File: src/rtl/temporal_encoder.sv
// rtl/temporal_encoder.sv - temporal spike encoder with one-deep pending buffer and gamma cycle counter
module temporal_encoder #(
  parameter int GAMMA_CYCLE_WIDTH = 16,
  parameter int PULSE_WIDTH       = 8,
  parameter int VW                = $clog2(GAMMA_CYCLE_WIDTH)
) (
  input  logic          aclk,
  input  logic          rst,
  input  logic          in_valid,
  output logic          in_ready,
  input  logic [VW-1:0] in_value,
  input  logic [1:0]    in_mode,
  input  logic          in_null,
  output logic          q,
  output logic          gamma_start,
  output logic [VW-1:0] gamma_cnt,
  output logic [7:0]    miss_cnt
);

  localparam logic [VW-1:0] LP_LAST    = VW'(GAMMA_CYCLE_WIDTH - 1);
  localparam logic [1:0]    MODE_FALL  = 2'd1;
  localparam logic [1:0]    MODE_PULSE = 2'd2;

  logic [VW-1:0] r_gamma_cnt;
  logic          r_pend_valid;
  logic [VW-1:0] r_pend_value;
  logic [1:0]    r_pend_mode;
  logic          r_pend_null;
  logic [VW-1:0] r_act_value;
  logic [1:0]    r_act_mode;
  logic          r_act_null;
  logic [7:0]    r_miss_cnt;
  logic          r_q;

  logic          w_wrap;
  logic          w_xfer;
  logic [VW-1:0] w_cnt_next;
  logic [VW-1:0] w_act_value_next;
  logic [1:0]    w_act_mode_next;
  logic          w_act_null_next;
  logic [31:0]   w_c32;
  logic [31:0]   w_v32;
  logic          w_spike;
  logic          w_reached;
  logic          w_in_pulse;
  logic          w_q_next;

  assign w_wrap      = (r_gamma_cnt == LP_LAST);
  assign w_xfer      = in_valid && !r_pend_valid;
  assign in_ready    = !r_pend_valid;
  assign q           = r_q;
  assign gamma_cnt   = r_gamma_cnt;
  assign gamma_start = (r_gamma_cnt == '0);
  assign miss_cnt    = r_miss_cnt;

  // Next gamma position and the entry that will be active in the next cycle
  always_comb begin
    w_cnt_next       = w_wrap ? '0 : r_gamma_cnt + VW'(1);
    w_act_value_next = r_act_value;
    w_act_mode_next  = r_act_mode;
    w_act_null_next  = r_act_null;
    if (w_wrap) begin
      if (r_pend_valid) begin
        w_act_value_next = r_pend_value;
        w_act_mode_next  = r_pend_mode;
        w_act_null_next  = r_pend_null;
      end else begin
        w_act_null_next  = 1'b1;
      end
    end
  end

  // Spike level for the next cycle, so q can be registered with no input-to-output path
  always_comb begin
    w_c32      = 32'(w_cnt_next);
    w_v32      = 32'(w_act_value_next);
    w_spike    = !w_act_null_next && (w_v32 < 32'(GAMMA_CYCLE_WIDTH));
    w_reached  = (w_c32 >= w_v32);
    w_in_pulse = (w_c32 < (w_v32 + 32'(PULSE_WIDTH)));
    case (w_act_mode_next)
      MODE_FALL:  w_q_next = !(w_spike && w_reached);
      MODE_PULSE: w_q_next = w_spike && w_reached && w_in_pulse;
      default:    w_q_next = w_spike && w_reached;
    endcase
  end

  // Counter, pending/active entries, miss counter and the spike flop
  always_ff @(posedge aclk) begin
    if (rst) begin
      r_gamma_cnt  <= '0;
      r_pend_valid <= 1'b0;
      r_pend_value <= '0;
      r_pend_mode  <= 2'd0;
      r_pend_null  <= 1'b1;
      r_act_value  <= '0;
      r_act_mode   <= 2'd0;
      r_act_null   <= 1'b1;
      r_miss_cnt   <= 8'd0;
      r_q          <= 1'b0;
    end else begin
      r_gamma_cnt <= w_cnt_next;
      r_act_value <= w_act_value_next;
      r_act_mode  <= w_act_mode_next;
      r_act_null  <= w_act_null_next;
      r_q         <= w_q_next;
      if (w_wrap) begin
        r_pend_valid <= 1'b0;
        if (!r_pend_valid && (r_miss_cnt != 8'hFF)) begin
          r_miss_cnt <= r_miss_cnt + 8'd1;
        end
      end
      // A capture on the wrap edge refills pending for the gamma cycle after next
      if (w_xfer) begin
        r_pend_valid <= 1'b1;
        r_pend_value <= in_value;
        r_pend_mode  <= in_mode;
        r_pend_null  <= in_null;
      end
    end
  end

endmodule

File: config.mk
export PLATFORM = sky130hd
export DESIGN_NAME = temporal_encoder
export DESIGN_NICKNAME = d
export VERILOG_FILES = /design/src/rtl/temporal_encoder.sv
export SDC_FILE = /design/constraint.sdc
export NUM_CORES = 1
export LEC_CHECK = 0
export ABC_CLOCK_PERIOD_IN_PS = 2240
export CAP_MARGIN = 20
export CORE_MARGIN = 8
export CORE_UTILIZATION = 46
export CTS_CLUSTER_DIAMETER = 40
export DETAILED_ROUTE_END_ITERATION = 6
export PLACE_DENSITY_LB_ADDON = 0.3
export SLEW_MARGIN = 20
export SYNTH_ARGS = -nofsm -noshare
export SYNTH_HDL_FRONTEND = slang
export SYNTH_SLANG_ARGS = --single-unit
File: constraint.sdc
create_clock -name aclk -period 2.24 [get_ports aclk]
set_input_delay 0.448 -clock aclk [delete_from_list [all_inputs] [get_ports aclk]]
set_output_delay 0.448 -clock aclk [all_outputs]
set_load 0.01 [all_outputs]
==> metrics.md <==
| Metric | Value |
|---|---|
| Max_slew headroom | `0.4295` |
| Cell count after synthesis | `146` |
| Fin worst setup slack | `-0.07450 ns` |
| Htree depth | `1` |
| Ys Warns | `0` |
| Class of the worst hold path | `reg2reg` |
| CTS tree | `built` |
| Most frequent cells in the layout | `dfxtp_1, clkdlybuf4s50_1, buf_4` |
| EDFF count, synth | `0` |
| Vias in the first global route | `between 1k and 1.5k` |
| Total congestion overflow | `0` |
| Post-Syn Area per Cell | `9.453 um2` |
| CP Max Fanout | `6` |
| Antenna cells | `0` |
| Vias/cell | `5.251` |
| Synth Area in XOR/XNOR | `0.03173` |
| CP max stage cell | `or4_4` |
| Post-route DRC violation count | `0` |
| CTS Buf Count | `3` |
| Port bufs | `24` |
| Peak supply drop | `slightly above 0.3 mV` |
| Total Routing Usage GR | `0.1318` |
| Post-synthesis compound-gate area fraction | `0.1061` |
| Pre-antenna DRT Iters | `4` |
| CP Class | `reg2reg` |
| Synth Cell Area | `around 1400 um2` |
| Post-synthesis adder-cell area fraction | `0.09066` |
| Hold Violations, Final | `0` |
| Utilization after layout | `0.6352` |
| Largest family of logic cells by synthesized area | `simple AND/OR/NAND/NOR gates` |
| Syn Nets | `166` |
| # setup viols final | `1` |
| Die ar. | `5009 um2` |
| Clock sinks | `28` |
| Initial core utilization | `0.4674` |
| Rows | `20` |
| Failing checks | `negative setup slack` |
| RSZ-0062 raised after global routing | `true` |
| Max Transition Viols Final | `0` |
| Static Leak | `slightly below 0.8 nW` |
| Clock root cell | `clkbuf_4` |
| Arrival @ worst endpoint | `between 2 and 3 ns` |
| Worst-Skew Late Latency | `roughly 0.33 ns` |
| Routed WL | `3.226 mm` |
| Initial antenna violation count | `0` |
| WL per Instance | `around 14 um` |
| Worst-Margin Slew | `around 0.85 ns` |
| Sw Pwr | `around 0.00022 W` |
| Combinational share of power | `0.154` |
| GPL Wtd Cong | `approximately 0.86` |
| Synth async-reset ratio | `0` |
| Vias | `between 1k and 1.5k` |
| Clk pwr share | `0.273` |
| Antenna viol nets, final | `0` |
| Yosys reg bits | `28` |
| Min Hold Slack | `approximately 0.47 ns` |
| Final period utilization | `1.033` |
| CP startpoint kind | `flip-flop` |
| Most common cell after layout, fill and taps aside | `dfxtp_1` |
| Die Y-Extent | `70.78 um` |
| Status | `finished, violations left` |
| Nets | `between 200 and 250` |
| Dpl hpwl | `between 2 and 2.5 mm` |
| Min Tclk post-route | `about 2.3 ns` |
| Sw Ratio | `0.2445` |
| Clock slew at reported path FFs | `around 0.15 ns` |
| Clk_skew | `between 0.007 and 0.008 ns` |
| Starting DRT DRC Count | `38` |
| Share of cells above drive strength 1 | `0.2211` |
| Placeable core region | `between 2000 and 3000 um2` |
| Number of I/O pins | `25` |
| Largest net degree at the start of global routing | `30` |
| Int Pwr | `roughly 0.00069 W` |
| FMAX | `~0.43 GHz` |
| PwrDens | `488.5 nW/um2` |
| Mux contribution to synthesized area | `0.09519` |
| Cells along the critical path | `ha_4 > nand4_4 > mux2i_2 > ha_1 > and3b_1 > o21ai_1 > a21oi_1 > or4_4 > mux2i_1` |
| Die W | `70.78 um` |
| CTS Hold Buffers Added | `0` |
| Post-synth top flop | `dfxtp_1` |
| Crit end category | `flip-flop` |
| Area share of and/or/nand/nor cells after synthesis | `0.2312` |
| Max Root-Sink Buffers | `2` |
| Filler Cell Count | `approximately 260` |
| Max cap viols | `0` |
| Slowest cell delay on critical path | `0.48 ns` |
| Post-synthesis sequential area ratio | `0.4062` |
| First-pass GRT wire length | `approximately 5.4 mm` |
| WHS Path Cells | `2` |
| FF-to-FF path depth | `9` |
| WP data required | `around 2.5 ns` |
| Synth unique cells | `35` |
| Share of power burned in registers | `0.572` |
| R2r setup slk | `-0.07 ns` |
| Area Overhead vs Synth | `35.90%` |
## synthesized netlist by cell type (2+ instances only)
library cell | number | area [um2]
a21oi_1 | 7 | 35.03
clkbuf_1 | 4 | 15.01
dfxtp_1 | 28 | 560.5
ha_1 | 10 | 125.1
inv_1 | 9 | 33.78
mux2i_1 | 12 | 120.1
nand2_1 | 5 | 18.77
nand2b_1 | 4 | 25.02
nand3_1 | 5 | 25.02
nand4_1 | 2 | 12.51
nor2_1 | 19 | 71.32
nor2b_1 | 6 | 37.54
nor3_2 | 2 | 20.02
o21ai_0 | 6 | 30.03
or3_1 | 4 | 25.02
xnor2_1 | 3 | 26.28
xor2_1 | 2 | 17.52
## worst max-delay path: cells and delay by family, from the launching register on
family                   cells  cell delay, ns
flip-flops                   1            0.38
AND/OR/NAND/NOR              3            0.79
adder cells (fa/ha/maj)      2            0.45
AO/OA/AOI/OAI                2            0.25
multiplexers                 2            0.37
## per-layer routing
| metal | part of all wire | up-vias | track usage |
|---|---|---|---|
| li1 | - | 591 | - |
| met1 | 0.41 | 542 | 0.1339 |
| met2 | 0.51 | 31 | 0.2420 |
| met3 | 0.062 | 7 | 0.04096 |
| met4 | 0.020 | 0 | 0.05543 |
| met5 | 0 | - | 0 |
## registers in the layout, summed over array words and instances (netlist names)
name and flops:
miss_cnt 8, gamma_cnt 4, r_act_value 4, r_pend_value 4
r_act_mode 2, r_pend_mode 2, q 1, r_act_null 1
r_pend_null 1, r_pend_valid 1
## area by class of cell
cell class	instances	area, um2	share of cell area
multi-input cells	104	800.8	0.4270
flip-flops and latches	28	563.0	0.3002
repair buffers	45	400.4	0.2135
well taps	33	41.29	0.02201
clock buffers	4	36.28	0.01935
inverters	9	33.78	0.01801
## worst paths after layout
path                        from        endpoint
setup / recovery    gamma_cnt[1]               q
hold / removal    r_act_value[1]  r_act_value[1]
hold reg to reg   r_act_value[1]  r_act_value[1]
setup reg to reg    gamma_cnt[1]               q
## power by group through the flow
| stage | registers, W | clock network [W] | logic [W] |
|---|---|---|---|
| after floorplan | 0.000537 | 0 | 0.0000678 |
| after global placement | 0.000534 | 0 | 0.000127 |
| after detailed placement | 0.000535 | 0 | 0.000132 |
| after CTS | 0.000524 | 0.000256 | 0.000138 |
| after global routing | 0.000526 | 0.000270 | 0.000157 |
| final | 0.000524 | 0.000251 | 0.000141 |
## cells by family (layout without fill, tap and decap cells)
group / after synthesis / after routing
AND/OR/NAND/NOR: 56 / 56
flip-flops: 28 / 28
AO/OA/AOI/OAI: 20 / 20
buffers and inverters: 14 / 58
multiplexers: 13 / 13
adder cells (fa/ha/maj): 10 / 10
XOR/XNOR: 5 / 5
## metrics by stage
| stage | TNS, ns | power (W) | cell area [um2] | instances | setup WS, ns |
|---|---|---|---|---|---|
| 3_3_place_gp | 0 | 0.0006615 | 1754 | 211 | 0.04643 |
| 4_1_cts | -0.01386 | 0.0009175 | 1823 | 218 | -0.01386 |
| 6_report | -0.07450 | 0.0009163 | 1876 | 223 | -0.07450 |
| 2_1_floorplan | 0 | 0.0006049 | 1395 | 146 | 0.01311 |
| 3_5_place_dp | -0.05967 | 0.0006666 | 1754 | 211 | -0.05967 |
| 5_1_grt | -0.1593 | 0.0009531 | 1876 | 223 | -0.1593 |
## repair_timing
| action | CTS | global route |
|---|---|---|
| resized for setup | 4 | 4 |
| setup buffers | 3 | 5 |
| setup endpoints to repair | 2 | 1 |
| pin swaps | 2 | 4 |
| hold endpoints to repair | 0 | 0 |
Power figures use the tool's default switching activity.
